**src/rtl/sysbus_arbiter.sv**
```systemverilog
// Two-master round-robin arbiter for the shared Sysbus port. A grant covers a whole
// transaction: the request phase plus the full write-data or read-response burst.
module sysbus_arbiter #(
   parameter int unsigned BUS_DATA_WIDTH = 64,
   parameter int unsigned BUS_TAG_WIDTH  = 13,
   parameter int unsigned BURST_BEATS    = 8
) (
   input  logic                      clk,
   input  logic                      reset,

   input  logic                      m0_reqcyc,
   input  logic [BUS_DATA_WIDTH-1:0] m0_req,
   input  logic [BUS_TAG_WIDTH-1:0]  m0_reqtag,
   output logic                      m0_reqack,
   output logic                      m0_respcyc,
   output logic [BUS_DATA_WIDTH-1:0] m0_resp,
   output logic [BUS_TAG_WIDTH-1:0]  m0_resptag,
   input  logic                      m0_respack,

   input  logic                      m1_reqcyc,
   input  logic [BUS_DATA_WIDTH-1:0] m1_req,
   input  logic [BUS_TAG_WIDTH-1:0]  m1_reqtag,
   output logic                      m1_reqack,
   output logic                      m1_respcyc,
   output logic [BUS_DATA_WIDTH-1:0] m1_resp,
   output logic [BUS_TAG_WIDTH-1:0]  m1_resptag,
   input  logic                      m1_respack,

   output logic                      bus_reqcyc,
   output logic [BUS_DATA_WIDTH-1:0] bus_req,
   output logic [BUS_TAG_WIDTH-1:0]  bus_reqtag,
   input  logic                      bus_reqack,
   input  logic                      bus_respcyc,
   input  logic [BUS_DATA_WIDTH-1:0] bus_resp,
   input  logic [BUS_TAG_WIDTH-1:0]  bus_resptag,
   output logic                      bus_respack,

   output logic                      busy,
   output logic                      grant
);

   localparam int unsigned CountWidth = $clog2(BURST_BEATS) + 1;
   localparam logic [CountWidth-1:0] LastBeat = CountWidth'(BURST_BEATS - 1);

   typedef enum logic [1:0] {StIdle, StReq, StWdata, StResp} state_e;

   state_e                state_q, state_d;
   logic                  grant_q, grant_d;
   logic                  last_q, last_d;
   logic [CountWidth-1:0] count_q, count_d;

   logic                      sel_reqcyc;
   logic [BUS_DATA_WIDTH-1:0] sel_req;
   logic [BUS_TAG_WIDTH-1:0]  sel_reqtag;
   logic                      sel_respack;

   assign sel_reqcyc  = grant_q ? m1_reqcyc  : m0_reqcyc;
   assign sel_req     = grant_q ? m1_req     : m0_req;
   assign sel_reqtag  = grant_q ? m1_reqtag  : m0_reqtag;
   assign sel_respack = grant_q ? m1_respack : m0_respack;

   always_ff @(posedge clk) begin
      if (!reset) begin
         state_q <= StIdle;
         grant_q <= 1'b0;
         last_q  <= 1'b1;
         count_q <= '0;
      end else begin
         state_q <= state_d;
         grant_q <= grant_d;
         last_q  <= last_d;
         count_q <= count_d;
      end
   end

   always_comb begin
      state_d     = state_q;
      grant_d     = grant_q;
      last_d      = last_q;
      count_d     = count_q;
      bus_reqcyc  = 1'b0;
      bus_req     = '0;
      bus_reqtag  = '0;
      bus_respack = 1'b0;
      m0_reqack   = 1'b0;
      m1_reqack   = 1'b0;
      m0_respcyc  = 1'b0;
      m1_respcyc  = 1'b0;
      m0_resp     = '0;
      m1_resp     = '0;
      m0_resptag  = '0;
      m1_resptag  = '0;

      unique case (state_q)
         StIdle: begin
            // Bus-side acks and response beats are ignored here.
            if (m0_reqcyc || m1_reqcyc) begin
               grant_d = (m0_reqcyc && m1_reqcyc) ? ~last_q : m1_reqcyc;
               state_d = StReq;
            end
         end

         StReq: begin
            bus_reqcyc = sel_reqcyc;
            bus_req    = sel_req;
            bus_reqtag = sel_reqtag;
            m0_reqack  = ~grant_q & bus_reqack;
            m1_reqack  = grant_q & bus_reqack;
            if (!sel_reqcyc) begin
               state_d = StIdle;
            end else if (bus_reqack) begin
               count_d = '0;
               state_d = sel_reqtag[BUS_TAG_WIDTH-1] ? StResp : StWdata;
            end
         end

         StWdata: begin
            bus_reqcyc = sel_reqcyc;
            bus_req    = sel_req;
            bus_reqtag = sel_reqtag;
            m0_reqack  = ~grant_q & bus_reqack;
            m1_reqack  = grant_q & bus_reqack;
            if (sel_reqcyc && bus_reqack) begin
               count_d = count_q + 1'b1;
               if (count_q == LastBeat) begin
                  state_d = StIdle;
                  last_d  = grant_q;
               end
            end
         end

         StResp: begin
            bus_respack = sel_respack;
            if (grant_q) begin
               m1_respcyc = bus_respcyc;
               m1_resp    = bus_resp;
               m1_resptag = bus_resptag;
            end else begin
               m0_respcyc = bus_respcyc;
               m0_resp    = bus_resp;
               m0_resptag = bus_resptag;
            end
            if (bus_respcyc && sel_respack) begin
               count_d = count_q + 1'b1;
               if (count_q == LastBeat) begin
                  state_d = StIdle;
                  last_d  = grant_q;
               end
            end
         end

         default: state_d = StIdle;
      endcase

      // Outputs are held low for as long as reset is asserted, not just after the edge.
      if (!reset) begin
         bus_reqcyc  = 1'b0;
         bus_req     = '0;
         bus_reqtag  = '0;
         bus_respack = 1'b0;
         m0_reqack   = 1'b0;
         m1_reqack   = 1'b0;
         m0_respcyc  = 1'b0;
         m1_respcyc  = 1'b0;
         m0_resp     = '0;
         m1_resp     = '0;
         m0_resptag  = '0;
         m1_resptag  = '0;
      end
   end

   assign busy  = reset & (state_q != StIdle);
   assign grant = reset & grant_q;

endmodule
```
**config.mk**
```make
export PLATFORM = sky130hd
export DESIGN_NAME = sysbus_arbiter
export DESIGN_NICKNAME = d
export VERILOG_FILES = /design/src/rtl/sysbus_arbiter.sv
export SDC_FILE = /design/constraint.sdc
export NUM_CORES = 1
export LEC_CHECK = 0
export BUFFER_PORTS_ARGS = -buffer_cell sky130_fd_sc_hd__buf_4
export CAP_MARGIN = 20
export CORE_AREA = 3 3 186 188
export DETAILED_ROUTE_END_ITERATION = 10
export DIE_AREA = 0 0 189 191
export GPL_TIMING_DRIVEN = 0
export REMOVE_ABC_BUFFERS = 1
export SYNTH_ARGS = -nofsm -noshare
export SYNTH_HDL_FRONTEND = slang
export SYNTH_SLANG_ARGS = --single-unit
```
**constraint.sdc**
```tcl
create_clock -name clk -period 2.8 [get_ports clk]
set_input_delay 0.84 -clock clk [delete_from_list [all_inputs] [get_ports clk]]
set_output_delay 0.84 -clock clk [all_outputs]
set_load 0.02 [all_outputs]
```
# [Yosys cells after proc, flatten, opt, wreduce, memory -nomap -nowiden]
# Cells that the tools add are included.
[totals] output_inout_bits=239 elab_cells=86 in_bits=239 regBits=8
[op_classes] bitwise=6 n_mux=52 eq_ne=10 addsub=1 reduce_logical=13
[op_table] operator="two-way mux 64 bit" count=9
[op_table] operator="two-way mux 13 bit" count=9
[op_table] operator="two-way mux 1 bit" count=21
[op_table] operator="two-way mux 4 bit" count=4
[op_table] operator="two-way mux 2 bit" count=6
[op_table] operator="one-hot mux 4 bit (3 select lines)" count=1
[op_table] operator="!= test 2 bit, second input constant" count=5
[op_table] operator="one-hot mux 2 bit (4 select lines)" count=1
[op_table] operator="AND reduction 5 bit" count=1
[op_table] operator="adder 4 x 1 -> 4 bit, second input constant" count=1
[op_table] operator="AND 1 bit" count=4
[op_table] operator="equality test 2 bit, second input constant" count=2
[op_table] operator="equality test 4 x 3 -> 1 bit, second input constant" count=1
[op_table] operator="AND reduction 4 bit" count=1
[op_table] operator="nonzero test 2 bit" count=2
[op_table] operator="logical AND 1 bit" count=3
[op_table] operator="!= test 3 bit, second input constant" count=1
[op_table] operator="AND reduction 3 bit" count=1
[op_table] operator="nonzero test 3 bit" count=1
[op_table] operator="equality test 2 x 1 -> 1 bit, second input constant" count=1
[op_table] operator="zero test 2 bit" count=1
[op_table] operator="NOT 1 bit" count=2
[op_table] operator="one-hot mux 1 bit (2 select lines)" count=1
[op_table] operator="AND reduction 2 bit" count=1
[op_table] operator="other kinds (2)" count=2

# [Logic depth before layout (Yosys ltp)]
[logic_depth] ltp_word=5 depth_mapped=6

# [Worst setup path after synthesis]
# OpenSTA, ideal clock, no wires.
[synth_path] path_kind="input-to-output" startpoint="in reset" endpoint="out bus_req[43]" arrival_time_ns=1.946 slack_ns=0.014 path_stages=5 required_ns=1.960 n_path_buf=3 cell_sequence="clkbuf_1 -> nand2_1 -> clkbuf_1 -> clkbuf_1 -> nor2_1"
[synth_between] elab_chain_cells=1
[synth_rtl] item="start, declared" line_no="9" rtl="input logic reset,"
[synth_rtl] item="two-way mux 64 bit" line_no="156" rtl="if (!reset) begin"
[synth_rtl] item="end, declared" line_no="30" rtl="output logic [BUS_DATA_WIDTH-1:0] bus_req,"
# Every way passes these cells.

# [Final worst setup path]
[layout_path] startpoint="reg grant_q" endpoint="out bus_req[2]"
[layout_between] elab_chain_cells=3
[layout_rtl] item="start, declared" line_no="48" rtl="logic grant_q, grant_d;"
[layout_rtl] item="start signal, assigned" line_no="70" rtl="grant_q <= grant_d;"
[layout_rtl] item="two-way mux 64 bit" line_no="58" rtl="assign sel_req = grant_q ? m1_req : m0_req;"
[layout_rtl] item="two-way mux 64 bit" line_no="94" rtl="unique case (state_q)"
[layout_rtl] item="two-way mux 64 bit" line_no="156"
# Every way passes these cells.

==> results by group <==
Run status
  – Status: completed

Placed design
  – Port buffer count: 477
  – GPL Wtd Cong: 0.7743
  – HPWL Detailed: around 21000 microns
  – Placed Area: 6889 sq um

CTS
  – H-tree depth: 1
  – Inserted Clock Buffers: 3
  – # hold bufs at CTS: 0
  – CTS tree: built
  – TritonCTS Sinks: 8
  – Clock Latency Late Sink: 0.24 ns
  – Clk buf depth: 2
  – CTS root buf: clkbuf_16
  – Clock-pin slew on the worst setup and hold paths: 0.04 ns

Hold path
  – Hold Path Class: reg2reg

Critical path
  – Maximum fanout along the worst path: 58
  – Setup crit end kind: primary output
  – CP Launch Type: register
  – Worst EP arrival: 1.90 ns
  – Register-to-register setup slack: around 0.63 ns
  – Slowest CP cell: dfxtp_4
  – CP required: a little under 2 ns
  – Largest stage delay, worst path: 0.59 ns
  – Crit Path Class: reg2out
  – CP Cell Sequence: buf_16 -> mux2i_1 -> nor2_1 -> buf_4

Cells and area
  – # fillers: 3727
  – Nets: roughly 1200
  – Share of cells above drive strength 1: about 53%
  – FF/Latch Area: 166.4 sq um
  – Post-route cell area: 7073 sq um
  – Multi-input combinational cell area: 2520 sq um
  – Area delta synth->final: 151.5%
  – Fin util: a little over a fifth

Detailed routing
  – Drt first pass iters: 5
  – Wire per inst: 17.18 microns
  – DRC viols: 0
  – DRT antenna net count: 0
  – Via/cell ratio: 3.690
  – Total wire length: 24180 microns
  – Total number of vias: roughly 5200
  – Initial DRC count: 219

Die
  – Core area: 33280 sq um
  – Starting Density: 8.451%
  – DIE HEIGHT: 191 microns
  – I/O pin cnt: 478
  – Num rows: 67
  – Die Wd: between 150 and 200 microns
  – Total die area: 36100 sq um

GRT
  – Vias in the first global route: about 4900
  – Gr usage total: 12.16%
  – Initial antenna violation count: 3
  – First-pass GRT wire length: between 30000 and 40000 microns
  – GR Overflow Total: 0
  – Largest net degree at the start of global routing: 59

Power and ir drop
  – Clk pwr share: a little over an eighth
  – Comb power frac: 77.8%
  – Sw power: 0.0008648 W
  – Peak VDD IR: 244.4 uV
  – Internal Power: 0.001001 W
  – Sequential share of power: 8.5%
  – LEAKAGE: 3.392 nW
  – Power Density: between 200 and 300 nW/um^2
  – Switching share of total power: a little under half

Logic synthesis
  – Ys Warns: 0
  – Synth Cell Area: between 2000 and 3000 sq um
  – Main synth FF type: dfxtp_1
  – Sequential element share of the synthesized area: 5.694%
  – Async SR Flop Fraction: 0%
  – Avg Inst Size Synth: 5.494 sq um
  – #FFs+latches synth: 8
  – Top post-synthesis cells by area: nor2_1 32%, mux2i_1 29%, nand2_1 12%
  – Distinct cells, synth: 35
  – Post-synth EDFFs: 0
  – Synthesized instance count: 512
  – Largest area contributor in the netlist: nor2_1
  – Share of the synthesized area in the top cell type: 32.16%
  – Most frequent cell after synthesis: nor2_1
  – Commonest cells in the netlist: 241 x nor2_1, 88 x nand2_1, 82 x mux2i_1, 34 x clkbuf_1

STA
  – Unrepaired setup endpoints after global routing: false
  – Minimum clock period: 2.737 ns
  – Fin crit share: 97.75%
  – Fmax: 365.4 MHz
  – Setup-failing EPs final: 0
  – Worst hold margin: 0.4781 ns
  – Slew margin rel.: approximately two thirds
  – Worst Tran Pin Value: about 0.46 ns
  – Slew Viols, Final: 0
  – Worst Clk Skew: 0.003435 ns
  – Final Hold Viols: 0

Flow run
  – Max_cap viols: 0
## layout by cell type, fill, tap and decap left out, types with 2 or more instances in the layout
cell / count
buf_4: 479
nor2_1: 239
nand2_1: 86
mux2i_1: 82
ha_1: 5
dfxtp_1: 5
inv_1: 4
nand3_1: 4
buf_12: 4
clkbuf_16: 3
nand2_8: 2
nor2_2: 2
nor2b_1: 2
mux2_4: 2
a21boi_1: 2
nor4_1: 2
o21ai_0: 2
nand4_1: 2
nand3b_1: 2
nor3b_1: 2
dfxtp_2: 2
## final cells by class
type / count / share of cell area [%]
Multi-Input combinational cell: 456 / 35.63
Antenna cell: 1 / 0.03538
Timing Repair Buffer: 486 / 52.73
Inverter: 4 / 0.2123
Clock buffer: 4 / 1.114
Tap cell: 448 / 7.925
Sequential cell: 8 / 2.353
## logic make-up after synthesis
logic type	after synthesis	synth area share, %
buffers and inverters	49	7.162
and+or+nand+nor	349	48.49
adders and majority gates	7	3.114
muxes	85	30.65
AOI/OAI and AO/OA	14	4.893
DFF	8	5.694
## final timing paths
check,endpoint,startpoint,cells past startpoint
setup / recovery,bus_req[2],grant_q,4
hold / removal,count_q[1],count_q[1],2
setup reg to reg,count_q[3],grant_q,5
hold reg to reg,count_q[1],count_q[1],2
## state kept, by name (all words and copies together) (netlist names)
signal   flops
count_q      4
grant_q      1
state_q      2
last_q       1
## metrics by stage
stage,setup TNS [ns],total power [W],std cells,setup WS [ns]
global route,0,0.001994,1407,0.001789
CTS,0,0.001878,1403,0.03825
floorplan,-661.83,0.0008983,467,-3.838
global placement,-966.77,0.001573,1392,-5.904
detailed placement,-13.53,0.001570,1397,-0.2202
finish,0,0.001866,1407,0.06302
## what timing repair did
action | 4_1_cts | 5_1_grt
pin swaps | 0 | 0
resized for setup | 10 | 2
setup buffers | 1 | 3
gates cloned | 1 | 0
endpoints found under the setup margin | 166 | 3
## worst max-delay path: cells and delay by family (launching register included)
kind                   cells  cell delay, ns
muxes                      1            0.38
buffers and inverters      2            0.53
and+or+nand+nor            1            0.09
DFF                        1            0.59
## routing by layer
metal,vias up,GRT usage [%],wire length [microns]
met1,2286,15.63,10130
met2,345,20.53,11150
met5,-,0,21
met3,23,3.209,2369
met4,4,2.463,505
li1,2534,-,-
## power by group through the flow
stage               clock, W  sequential [W]  combinational [W]
finish              0.000255        0.000159            0.00145
global route        0.000267        0.000162            0.00156
CTS                 0.000261        0.000159            0.00146
detailed placement         0        0.000161            0.00141
global placement           0        0.000203            0.00137
floorplan                  0        0.000187           0.000711
No activity file was read; power rests on OpenSTA's default activity.
